**src/rtl/csr_exc_file.sv**
```systemverilog
// Exception/interrupt CSR file: CRMD/PRMD/ECFG/ESTAT/ERA/BADV/EENTRY, exception entry/return, redirect.
// Optional timer (TID/TCFG/TVAL/TICLR) compiled in with `define CSR_TIMER_EN.
module csr_exc_file (
  input  logic        clk,
  input  logic        rst,
  input  logic [13:0] csr_raddr,
  output logic [31:0] csr_rdata,
  input  logic [13:0] csr_waddr,
  input  logic [31:0] csr_we,
  input  logic [31:0] csr_wdata,
  input  logic        ecode_we,
  input  logic [6:0]  ecode_in,
  input  logic        era_we,
  input  logic [31:0] era_in,
  input  logic        badv_we,
  input  logic [31:0] badv_in,
  input  logic        store_state,
  input  logic        restore_state,
  input  logic        eentry_en,
  input  logic        era_en,
  input  logic [7:0]  ext_int,
  output logic [31:0] redirect_pc,
  output logic        redirect_valid,
  output logic [1:0]  plv,
  output logic        ie,
  output logic        int_pending
);

  localparam int unsigned DW = 32;
  localparam int unsigned AW = 14;

  localparam logic [AW-1:0] A_CRMD   = AW'(14'h000);
  localparam logic [AW-1:0] A_PRMD   = AW'(14'h001);
  localparam logic [AW-1:0] A_ECFG   = AW'(14'h004);
  localparam logic [AW-1:0] A_ESTAT  = AW'(14'h005);
  localparam logic [AW-1:0] A_ERA    = AW'(14'h006);
  localparam logic [AW-1:0] A_BADV   = AW'(14'h007);
  localparam logic [AW-1:0] A_EENTRY = AW'(14'h00C);

  localparam logic [DW-1:0] M_CRMD   = DW'(32'h0000_01FF);
  localparam logic [DW-1:0] M_PRMD   = DW'(32'h0000_0007);
  localparam logic [DW-1:0] M_ECFG   = DW'(32'h0000_1FFF);
  localparam logic [DW-1:0] M_ESTAT  = DW'(32'h0000_0003);
  localparam logic [DW-1:0] M_EENTRY = DW'(32'hFFFF_FFC0);
  localparam logic [DW-1:0] M_ALL    = DW'(32'hFFFF_FFFF);
  localparam logic [DW-1:0] CRMD_RST = DW'(32'h0000_0008);

  logic [DW-1:0] crmd_q, crmd_d;
  logic [DW-1:0] prmd_q, prmd_d;
  logic [DW-1:0] ecfg_q, ecfg_d;
  logic [DW-1:0] estat_q, estat_d;
  logic [DW-1:0] era_q, era_d;
  logic [DW-1:0] badv_q, badv_d;
  logic [DW-1:0] eentry_q, eentry_d;

  // Masked software write restricted to the writable field mask.
  function automatic logic [DW-1:0] mwr(input logic [DW-1:0] old, input logic [DW-1:0] we,
                                        input logic [DW-1:0] wd, input logic [DW-1:0] fmask);
    logic [DW-1:0] m;
    m = we & fmask;
    return (old & ~m) | (wd & m);
  endfunction

  // Core CSR next-state: software write first, hardware updates override touched fields.
  always_comb begin
    crmd_d   = crmd_q;
    prmd_d   = prmd_q;
    ecfg_d   = ecfg_q;
    estat_d  = estat_q;
    era_d    = era_q;
    badv_d   = badv_q;
    eentry_d = eentry_q;

    if (csr_waddr == A_CRMD)   crmd_d   = mwr(crmd_q, csr_we, csr_wdata, M_CRMD);
    if (csr_waddr == A_PRMD)   prmd_d   = mwr(prmd_q, csr_we, csr_wdata, M_PRMD);
    if (csr_waddr == A_ECFG)   ecfg_d   = mwr(ecfg_q, csr_we, csr_wdata, M_ECFG);
    if (csr_waddr == A_ESTAT)  estat_d  = mwr(estat_q, csr_we, csr_wdata, M_ESTAT);
    if (csr_waddr == A_ERA)    era_d    = mwr(era_q, csr_we, csr_wdata, M_ALL);
    if (csr_waddr == A_BADV)   badv_d   = mwr(badv_q, csr_we, csr_wdata, M_ALL);
    if (csr_waddr == A_EENTRY) eentry_d = mwr(eentry_q, csr_we, csr_wdata, M_EENTRY);

    if (store_state) begin
      prmd_d[2:0] = crmd_q[2:0];
      crmd_d[2:0] = 3'b000;
    end else if (restore_state) begin
      crmd_d[2:0] = prmd_q[2:0];
    end

    estat_d[9:2] = ext_int;
    if (ecode_we) estat_d[22:16] = ecode_in;
    if (era_we)   era_d  = era_in;
    if (badv_we)  badv_d = badv_in;
  end

`ifdef CSR_TIMER_EN
  localparam logic [AW-1:0] A_TID   = AW'(14'h040);
  localparam logic [AW-1:0] A_TCFG  = AW'(14'h041);
  localparam logic [AW-1:0] A_TVAL  = AW'(14'h042);
  localparam logic [AW-1:0] A_TICLR = AW'(14'h044);

  logic [DW-1:0] tid_q, tid_d;
  logic [DW-1:0] tcfg_q, tcfg_d;
  logic [DW-1:0] tval_q, tval_d;
  logic          timer_fire;
  logic          ticlr_clr;
  logic          tcfg_wr;

  // Timer countdown; a TCFG write reloads TVAL from the merged new TCFG.
  always_comb begin
    tid_d      = tid_q;
    tcfg_d     = tcfg_q;
    tval_d     = tval_q;
    timer_fire = 1'b0;
    tcfg_wr    = (csr_waddr == A_TCFG) && (csr_we != '0);
    ticlr_clr  = (csr_waddr == A_TICLR) && csr_we[0] && csr_wdata[0];

    if (csr_waddr == A_TID) tid_d = mwr(tid_q, csr_we, csr_wdata, M_ALL);
    if (tcfg_wr)            tcfg_d = mwr(tcfg_q, csr_we, csr_wdata, M_ALL);

    if (tcfg_wr) begin
      tval_d = {tcfg_d[31:2], 2'b00};
    end else if (tcfg_q[0] && (tval_q != '0)) begin
      if (tval_q == DW'(1)) begin
        timer_fire = 1'b1;
        tval_d     = tcfg_q[1] ? {tcfg_q[31:2], 2'b00} : '0;
      end else begin
        tval_d = tval_q - DW'(1);
      end
    end
  end

  always_ff @(posedge clk or posedge rst) begin
    if (rst) begin
      tid_q  <= '0;
      tcfg_q <= '0;
      tval_q <= '0;
    end else begin
      tid_q  <= tid_d;
      tcfg_q <= tcfg_d;
      tval_q <= tval_d;
    end
  end

  logic estat11_d;
  assign estat11_d = timer_fire | (estat_q[11] & ~ticlr_clr);
`else
  logic estat11_d;
  assign estat11_d = 1'b0;
`endif

  always_ff @(posedge clk or posedge rst) begin
    if (rst) begin
      crmd_q   <= CRMD_RST;
      prmd_q   <= '0;
      ecfg_q   <= '0;
      estat_q  <= '0;
      era_q    <= '0;
      badv_q   <= '0;
      eentry_q <= '0;
    end else begin
      crmd_q   <= crmd_d;
      prmd_q   <= prmd_d;
      ecfg_q   <= ecfg_d;
      estat_q  <= {estat_d[31:12], estat11_d, estat_d[10:0]};
      era_q    <= era_d;
      badv_q   <= badv_d;
      eentry_q <= eentry_d;
    end
  end

  // Read mux reflects registered state, so a same-cycle write is not yet visible.
  always_comb begin
    csr_rdata = '0;
    case (csr_raddr)
      A_CRMD:   csr_rdata = crmd_q;
      A_PRMD:   csr_rdata = prmd_q;
      A_ECFG:   csr_rdata = ecfg_q;
      A_ESTAT:  csr_rdata = estat_q;
      A_ERA:    csr_rdata = era_q;
      A_BADV:   csr_rdata = badv_q;
      A_EENTRY: csr_rdata = eentry_q;
`ifdef CSR_TIMER_EN
      A_TID:    csr_rdata = tid_q;
      A_TCFG:   csr_rdata = tcfg_q;
      A_TVAL:   csr_rdata = tval_q;
      A_TICLR:  csr_rdata = '0;
`endif
      default:  csr_rdata = '0;
    endcase
  end

  assign redirect_valid = eentry_en | era_en;
  assign redirect_pc    = eentry_en ? eentry_q : (era_en ? era_q : '0);
  assign plv            = crmd_q[1:0];
  assign ie             = crmd_q[2];
  assign int_pending    = crmd_q[2] & (|(estat_q[12:0] & ecfg_q[12:0]));

endmodule

```
**config.mk**
```make
export PLATFORM = sky130hd
export DESIGN_NAME = csr_exc_file
export DESIGN_NICKNAME = d
export VERILOG_FILES = /design/src/rtl/csr_exc_file.sv
export SDC_FILE = /design/constraint.sdc
export NUM_CORES = 1
export LEC_CHECK = 0
export ABC_AREA = 1
export CAP_MARGIN = 20
export CORE_MARGIN = 5
export CORE_UTILIZATION = 40
export DETAILED_ROUTE_END_ITERATION = 7
export HOLD_SLACK_MARGIN = 0.12
export PLACE_DENSITY = 0.74
export SLEW_MARGIN = 40
export SYNTH_ARGS = -nofsm -noshare
export SYNTH_HDL_FRONTEND = slang
export SYNTH_SLANG_ARGS = --single-unit
```
**constraint.sdc**
```tcl
create_clock -name clk -period 4.65 [get_ports clk]
set_input_delay 0.6975 -clock clk [delete_from_list [all_inputs] [get_ports clk]]
set_output_delay 0.6975 -clock clk [all_outputs]
set_load 0.02 [all_outputs]
```
### Word-level counts from Yosys, hierarchy flattened

Index checks and enable logic that the tools add are counted.

| cells by class | value |
|---|---|
| bitwise operators | 29 |
| multiply operators | 0 |
| $lt $le $gt $ge | 0 |
| add/sub/neg operators | 0 |
| reductions and logical operators | 8 |
| divide/modulo/power cells | 0 |
| equality and inequality tests | 12 |
| mux-type cells | 14 |
| shifts and indexed selects | 0 |

Operators with widths:

| kind | count |
|---|---|
| bitwise AND 32 bit | 9 |
| OR 32 bit | 7 |
| case mux 32 bit (7 select lines) | 1 |
| 2-to-1 mux 32 bit | 6 |
| equality test 14 x 3 -> 1 bit, second input constant | 8 |
| inverter 32 bit | 2 |
| bitwise AND 32 x 13 -> 32 bit | 1 |
| bitwise AND 32 x 2 -> 32 bit | 1 |
| bitwise AND 32 x 3 -> 32 bit | 1 |
| bitwise AND 32 x 9 -> 32 bit | 1 |
| inverter 13 -> 32 bit | 1 |
| inverter 2 -> 32 bit | 1 |
| inverter 3 -> 32 bit | 1 |
| inverter 9 -> 32 bit | 1 |
| equality test 14 x 1 -> 1 bit, second input constant | 2 |
| equality test 14 x 4 -> 1 bit, second input constant | 2 |
| logical NOT 14 bit | 2 |
| 2-to-1 mux 23 bit | 1 |
| 2-to-1 mux 3 bit | 5 |
| bitwise AND 13 bit | 1 |
| OR reduction 13 bit | 1 |
| nonzero test 2 bit | 4 |
| 2-to-1 mux 7 bit | 1 |
| nonzero test 3 bit | 1 |
| 2 further kinds | 2 |

| word-level totals | value |
|---|---|
| memory bits (writable) | 0 |
| output and inout port bits | 69 |
| logic and storage cells | 74 |
| input bits | 180 |
| latch bits | 0 |
| bits in read-only memories | 0 |
| memories | 0 |
| bits in registers | 223 |

### Depth between registers and ports, before layout

Gate-level depths: netlist of the first run.

| depth | value |
|---|---|
| word-level depth | 6 |
| mapped depth | 10 |
| gate-level depth less buffers | 9 |

### Worst setup path before layout of the first run

No wires, ideal clock.

| timing | value |
|---|---|
| kind | input port to output port |
| start point | in csr_raddr[9] |
| end point | out csr_rdata[13] |
| cell stages on the path | 5 |
| path slack | 2.145 ns |
| data required time | 3.953 ns |
| arrival time | 1.807 ns |
| path through | or2_1 nor2_2 buf_4 nand2_1 o211ai_1 |

| on the way | value |
|---|---|
| cells in the longest elaborated chain, start to end | 2 |
| elaborated cells on any way between the ends | 8 |
| classes of those cells | 6 x eq/ne; 1 x mux; 1 x reduce/logical |

Ends and longest elaborated chain:

| item | line | RTL |
|---|---|---|
| start: declaration | 6 | `input logic [13:0] csr_raddr,` |
| equality test 14 x 4 -> 1 bit (tied with other cells) | 174 | `case (csr_raddr)` |
| case mux 32 bit (7 select lines) * | 174 |  |
| end: declaration | 7 | `output logic [31:0] csr_rdata,` |

Every way passes the cells marked *; elsewhere a longest branch is shown, timed or not.

### Worst setup path in the final report of the first run

| timing | value |
|---|---|
| start point | in csr_raddr[2] |
| end point | out csr_rdata[27] |

Same word-level chain as after synthesis.

==> results of run 1 <==
[area by class of cell]
class                      instances  area (um^2)  share of cell area (%)
multi-input combinational       1014         4730                    39.0
sequential                       132         3300                    27.2
timing repair buffer             267         2680                    22.1
inverter                         118          454                    3.74
clock buffer                      17          425                    3.50
tap                              280          350                    2.89
clock inverter                    15          194                    1.60
[tightest hold or removal path, stage by stage, from the launching register on]
cell     delay, ns
dfstp_2       0.37
o21ai_0       0.06
nand2_1       0.05
[placed cells by master (no fill, tap or decap), types with 2 or more instances in the layout]
cell type	count
inv_6	6
buf_16	2
inv_2	3
nand4_1	81
nor2_1	65
buf_2	3
nor2_2	3
o211ai_1	8
clkinv_1	3
nand3b_1	3
o21ai_1	15
nand3_2	2
dfrtp_1	131
o21ai_0	52
nand2_1	433
clkdlybuf4s50_1	245
buf_12	2
mux2_2	7
inv_1	109
nand3_1	299
nor3_1	19
buf_4	14
nor3_4	2
nor2_4	5
or2_1	2
o31ai_1	13
a31oi_1	3
clkbuf_16	17
clkinv_4	5
bufinv_16	3
[where the power goes]
group / total, mW / switching [mW] / internal (mW)
logic: 0.519 / 0.281 / 0.238
clock network: 1.43 / 0.571 / 0.858
registers: 1.27 / 0.0523 / 1.22
[final timing paths]
kind,end,cells past startpoint,from,slack (ns)
min in group asynchronous,async pin,2,rst,0.81
max in group asynchronous,async pin,3,rst,3.07
hold reg to reg,flip-flop,2,flip-flop,0.48
setup / recovery,csr_rdata[27],8,csr_raddr[2],0.53
setup reg to reg,crmd_q[1]$_DFFE_PP0P_,6,flip-flop,3.70
hold / removal,flip-flop,2,flip-flop,0.48
[kinds of logic after synthesis]
family / after synthesis
AO/OA/AOI/OAI: 91
multiplexers: 7
AND/OR/NAND/NOR: 916
flip-flops: 132
buffers and inverters: 205
[routing by layer]
| metal | track usage, % | up-vias | part of all wire (%) |
|---|---|---|---|
| met5 | 0 | - | 0 |
| met4 | 10.4 | 0 | 3.0 |
| met3 | 4.80 | 83 | 9.7 |
| met2 | 41.8 | 621 | 47 |
| met1 | 35.0 | 4861 | 40 |
| li1 | - | 4910 | - |
==> results_dict.tcl, run 1 <==
set metrics [dict create \
    status "finished clean" \
    cts.clk_slew.worst_paths_ns 0.06 \
    min_path_type "flip-flop to flip-flop" \
    synthTopCellsByArea "dfrtp_1 37%, nand2_1 18%, nand3_1 17%" \
    post-place-ws_ns 0.569 \
    synthesis.area_mm2 0.00885 \
    post-route-min-period_ns 4.12 \
    synth_edf_count 0 \
    finalHoldViolCount 0 \
    synth_top_family_by_area "simple AND/OR/NAND/NOR gates" \
    gp_congestion 0.907 \
    slowest_delay_ns 0.65 \
    synth_mux_area_share_pct 0.890 \
    avgSynthCellArea_um2 6.55 \
    grt_setup_unrepaired "no" \
    n_fill_cell 2068 \
    max_slew_margin_pct 43.5 \
    cts.path.max_buffers 2 \
    num_vias 10475 \
    final_nets 1730 \
    drtAntennaViolNets 0 \
    yosysTopAreaCell "dfrtp_1" \
    rows 54 \
    setup_ws_ns 0.525 \
    ctsResizeCount 0 \
    core_area_mm2 0.0218 \
    grt_pass1_vias 9959 \
    async_reset_ff_share_pct 100 \
    io_pins 249 \
    power_mw 3.22 \
    fin_crit_sh_pct 88.7 \
    drive_above_1_share_pct 5.25 \
    numCtsBuffers 17 \
    utilization_pct 55.6 \
    via_per_inst 5.68 \
    p_leak_nw 5.77 \
    worstPathRequired_ns 3.95 \
    synth_cell_type_count 28 \
    postPlaceCellArea_mm2 0.0115 \
    ir_drop_mv 0.194 \
    syn_to_final_growth_pct 37.1 \
    path_cells "clkdlybuf4s50_1 > inv_1 > nor2_1 > nand2_1 > nor2_2 > nand2_1 > o211ai_1 > clkdlybuf4s50_1" \
    power.density_mw_per_mm2 265 \
    cts_tree "yes" \
    synth-compound-area-share_pct 5.78 \
    wirelength_mm 34.6 \
    worstPathArrival_ns 3.43 \
    start_util_pct 40.6 \
    ys_ff_latch 132 \
    io_buffers 248 \
    post_cts_buffers 0 \
    critical_path_class "input pin to primary output" \
    synth-xor-area-share_pct 0 \
    synthMostInstantiatedCell "nand2_1" \
    syn_nets 1531 \
    dp.cells 1811 \
    worstSkewPairLatency_ns 0.42 \
    path_buf_inv 3 \
    die_w_um 159 \
    synth_cells 1351 \
    yosys_warnings 0 \
    fp.dieH_um 159 \
    n_antenna_cell 0 \
    clock_sinks 132 \
    yosys.area.top_type_share_pct 37.0 \
    cp-end-kind "primary output" \
    ys.flop_type "dfrtp_1" \
    yosys.area_share.adder_pct 0 \
    grt_pass1_wl_mm 53.7 \
    fin_skew_ns 0.000802 \
    crit_fanout 11 \
    cp_top_family "buffers and inverters" \
    avgRoutedWirePerCell_um 18.8 \
    grt_use_total_pct 26.1 \
    seq_area_frac_synth_pct 37.3 \
    drc 0 \
    cts_htree_levels 4 \
    dr.pass1.iters 7 \
    antenna_found_initial 0 \
    synth_simple_gate_area_share_pct 46.4 \
    worst_hold_slack_ns 0.484 \
    final_cells 1843 \
    initialDrtViolationCount 973 \
    dp_hpwl_mm 23.1 \
    totalNegativeSetupSlack_ns 0 \
    fin_area_mm2 0.0121 \
    setup_viol 0 \
    max_freq_mhz 242 \
    slew_violations 0 \
    cp_slowest_cell "clkdlybuf4s50_1" \
    worstMarginPinSlew_ns 0.842 \
    cts_root_buf "clkbuf_16" \
    cap_violations 0 \
    dieArea_mm2 0.0252 \
    cp-start-kind "input pin" \
    grt-ovfl-total 0 \
    grt_max_degree 103 \
    hold_buffers 0 \
    synthTopCellsByCount "433 x nand2_1, 299 x nand3_1, 131 x dfrtp_1, 113 x inv_1, 81 x nand4_1" \
]
No activity file was read; power rests on OpenSTA's default activity.
==> run 2, diff against run 1 <==
--- a/config.mk
+++ b/config.mk
@@ -7,12 +7,16 @@
 export LEC_CHECK = 0
 export ABC_AREA = 1
 export CAP_MARGIN = 20
+export CELL_PAD_IN_SITES_DETAIL_PLACEMENT = 1
+export CELL_PAD_IN_SITES_GLOBAL_PLACEMENT = 1
 export CORE_MARGIN = 5
 export CORE_UTILIZATION = 40
 export DETAILED_ROUTE_END_ITERATION = 7
+export DONT_BUFFER_PORTS = 1
 export HOLD_SLACK_MARGIN = 0.12
-export PLACE_DENSITY = 0.74
+export PLACE_DENSITY = 0.79
 export SLEW_MARGIN = 40
 export SYNTH_ARGS = -nofsm -noshare
 export SYNTH_HDL_FRONTEND = slang
 export SYNTH_SLANG_ARGS = --single-unit
+export TNS_END_PERCENT = 30
==> results_dict.tcl, run 2 (synthesis results as in run 1) <==
set metrics [dict create \
    post-place-ws_ns 1.49 \
    ir_drop_mv 0.172 \
    power_mw 3.05 \
    syn_to_final_growth_pct 9.41 \
    grt_use_total_pct 27.9 \
    utilization_pct 44.4 \
    rows 54 \
    cts.clk_slew.worst_paths_ns 0.07 \
    setup_viol 0 \
    dr.pass1.iters 5 \
    start_util_pct 40.6 \
    cp-end-kind "primary output" \
    numCtsBuffers 17 \
    initialDrtViolationCount 666 \
    p_leak_nw 4.82 \
    final_cells 1593 \
    crit_fanout 69 \
    die_w_um 159 \
    hold_buffers 0 \
    status "finished clean" \
    grt-ovfl-total 0 \
    slowest_delay_ns 0.49 \
    core_area_mm2 0.0218 \
    regToRegStartpoint "crmd_q[2]$_DFFE_PP0P_" \
    io_buffers 0 \
    n_fill_cell 2869 \
    cp-start-kind "input pin" \
    cp_top_family "simple AND/OR/NAND/NOR gates" \
    gp_congestion 0.820 \
    cp_slowest_cell "nor2_4" \
    totalNegativeSetupSlack_ns 0 \
    fin_crit_sh_pct 67.4 \
    fin_area_mm2 0.00969 \
    final_nets 1480 \
    max_slew_margin_pct 49.1 \
    grt_pass1_vias 9956 \
    io_pins 249 \
    ctsResizeCount 0 \
    cts_tree "yes" \
    worstSetupStartpoint "csr_raddr[9]" \
    rrSetupSlack_ns 3.51 \
    post-route-min-period_ns 3.13 \
    worstPathRequired_ns 3.95 \
    grt_setup_unrepaired "no" \
    critical_path_class "input pin to primary output" \
    via_per_inst 6.02 \
    dp.cells 1561 \
    avgRoutedWirePerCell_um 22.9 \
    fp.dieH_um 159 \
    path_cells "or2_1 > nor2_4 > buf_12 > nand2_1 > nor2_1 > nor2_1 > nand2_1" \
    min_path_type "input pin to async pin" \
    finalHoldViolCount 0 \
    dieArea_mm2 0.0252 \
    post_cts_buffers 0 \
    r2r_end "crmd_q[2]$_DFFE_PP0P_" \
    power.density_mw_per_mm2 315 \
    fin_skew_ns 0.00105 \
    setup_ws_ns 1.52 \
    worstPathArrival_ns 2.44 \
    slew_violations 0 \
    postPlaceCellArea_mm2 0.00903 \
    multi_input_area_mm2 0.00473 \
    drc 0 \
    path_buf_inv 1 \
    drive_above_1_share_pct 5.79 \
    dp_hpwl_mm 24.6 \
    cap_violations 0 \
    drtAntennaViolNets 0 \
    grt_max_degree 102 \
    final_common_cell "nand2_1" \
    crit_end "csr_rdata[9]" \
    wirelength_mm 36.5 \
    rr_worst_depth 4 \
    worstSkewPairLatency_ns 0.43 \
    cts.path.max_buffers 2 \
    worstMarginPinSlew_ns 0.760 \
    num_vias 9586 \
    max_freq_mhz 319 \
    cp_num_cells 7 \
    clock_sinks 132 \
    cts_htree_levels 4 \
    worst_hold_slack_ns 0.172 \
    grt_pass1_wl_mm 56.4 \
    regArea_mm2 0.00330 \
    antenna_found_initial 1 \
    mostFrequentLayoutCells "433 x nand2_1, 299 x nand3_1, 131 x dfrtp_1" \
    cts_root_buf "clkbuf_16" \
]
run 2: changes by cell type in the layout (fill, tap and decap cells not counted), moves of 2 or more:
| cell | before | now |
|---|---|---|
| bufinv_16 | 3 | 5 |
| clkinvlp_4 | 1 | 3 |
| inv_6 | 6 | 0 |
| inv_2 | 3 | 5 |
| buf_2 | 3 | 0 |
| clkdlybuf4s50_1 | 245 | 0 |
| clkinv_4 | 5 | 3 |
run 2: worst min-delay path by stage:
stage | start | end | slack [ns] | depth (start not counted)
after floorplan | flip-flop | flip-flop | 0.45 | 2
after global placement | flip-flop | flip-flop | 0.46 | 2
after detailed placement | flip-flop | flip-flop | 0.47 | 2
after CTS | rst | crmd_q[0]$_DFFE_PP0P_ | 0.29 | 1
after global routing | rst | crmd_q[0]$_DFFE_PP0P_ | 0.22 | 1
final | rst | crmd_q[0]$_DFFE_PP0P_ | 0.17 | 1
run 2: cell type report:
class / instances / area share [%]
Multi-Input combinational cell: 1014 / 48.9
Sequential cell: 132 / 34.1
Inverter: 118 / 4.73
Clock buffer: 18 / 4.43
Tap cell: 280 / 3.62
Clock inverter: 13 / 2.16
Timing Repair Buffer: 17 / 2.07
Antenna cell: 1 / 0.0258
run 2: power breakdown:
part	total [mW]	switching [mW]	leakage, nW	internal [mW]
logic	0.282	0.199	2.82	0.0835
registers	1.27	0.0562	1.71	1.22
clock network	1.49	0.544	0.302	0.949
total	3.05	0.799	4.82	2.25
run 2: metal layers:
metal | vias up | global-route usage (%) | part of all wire [%]
met1 | 4748 | 35.7 | 41
met4 | 0 | 8.60 | 2.3
li1 | 4391 | - | -
met5 | - | 0 | 0
met2 | 385 | 46.7 | 49
met3 | 62 | 6.79 | 7.7
run 2: worst reg2reg max path, delay by kind of cell (launching register included):
kind            cells  cell delay [ns]
flops               1             0.59
simple gates        3             0.26
compound gates      1             0.24
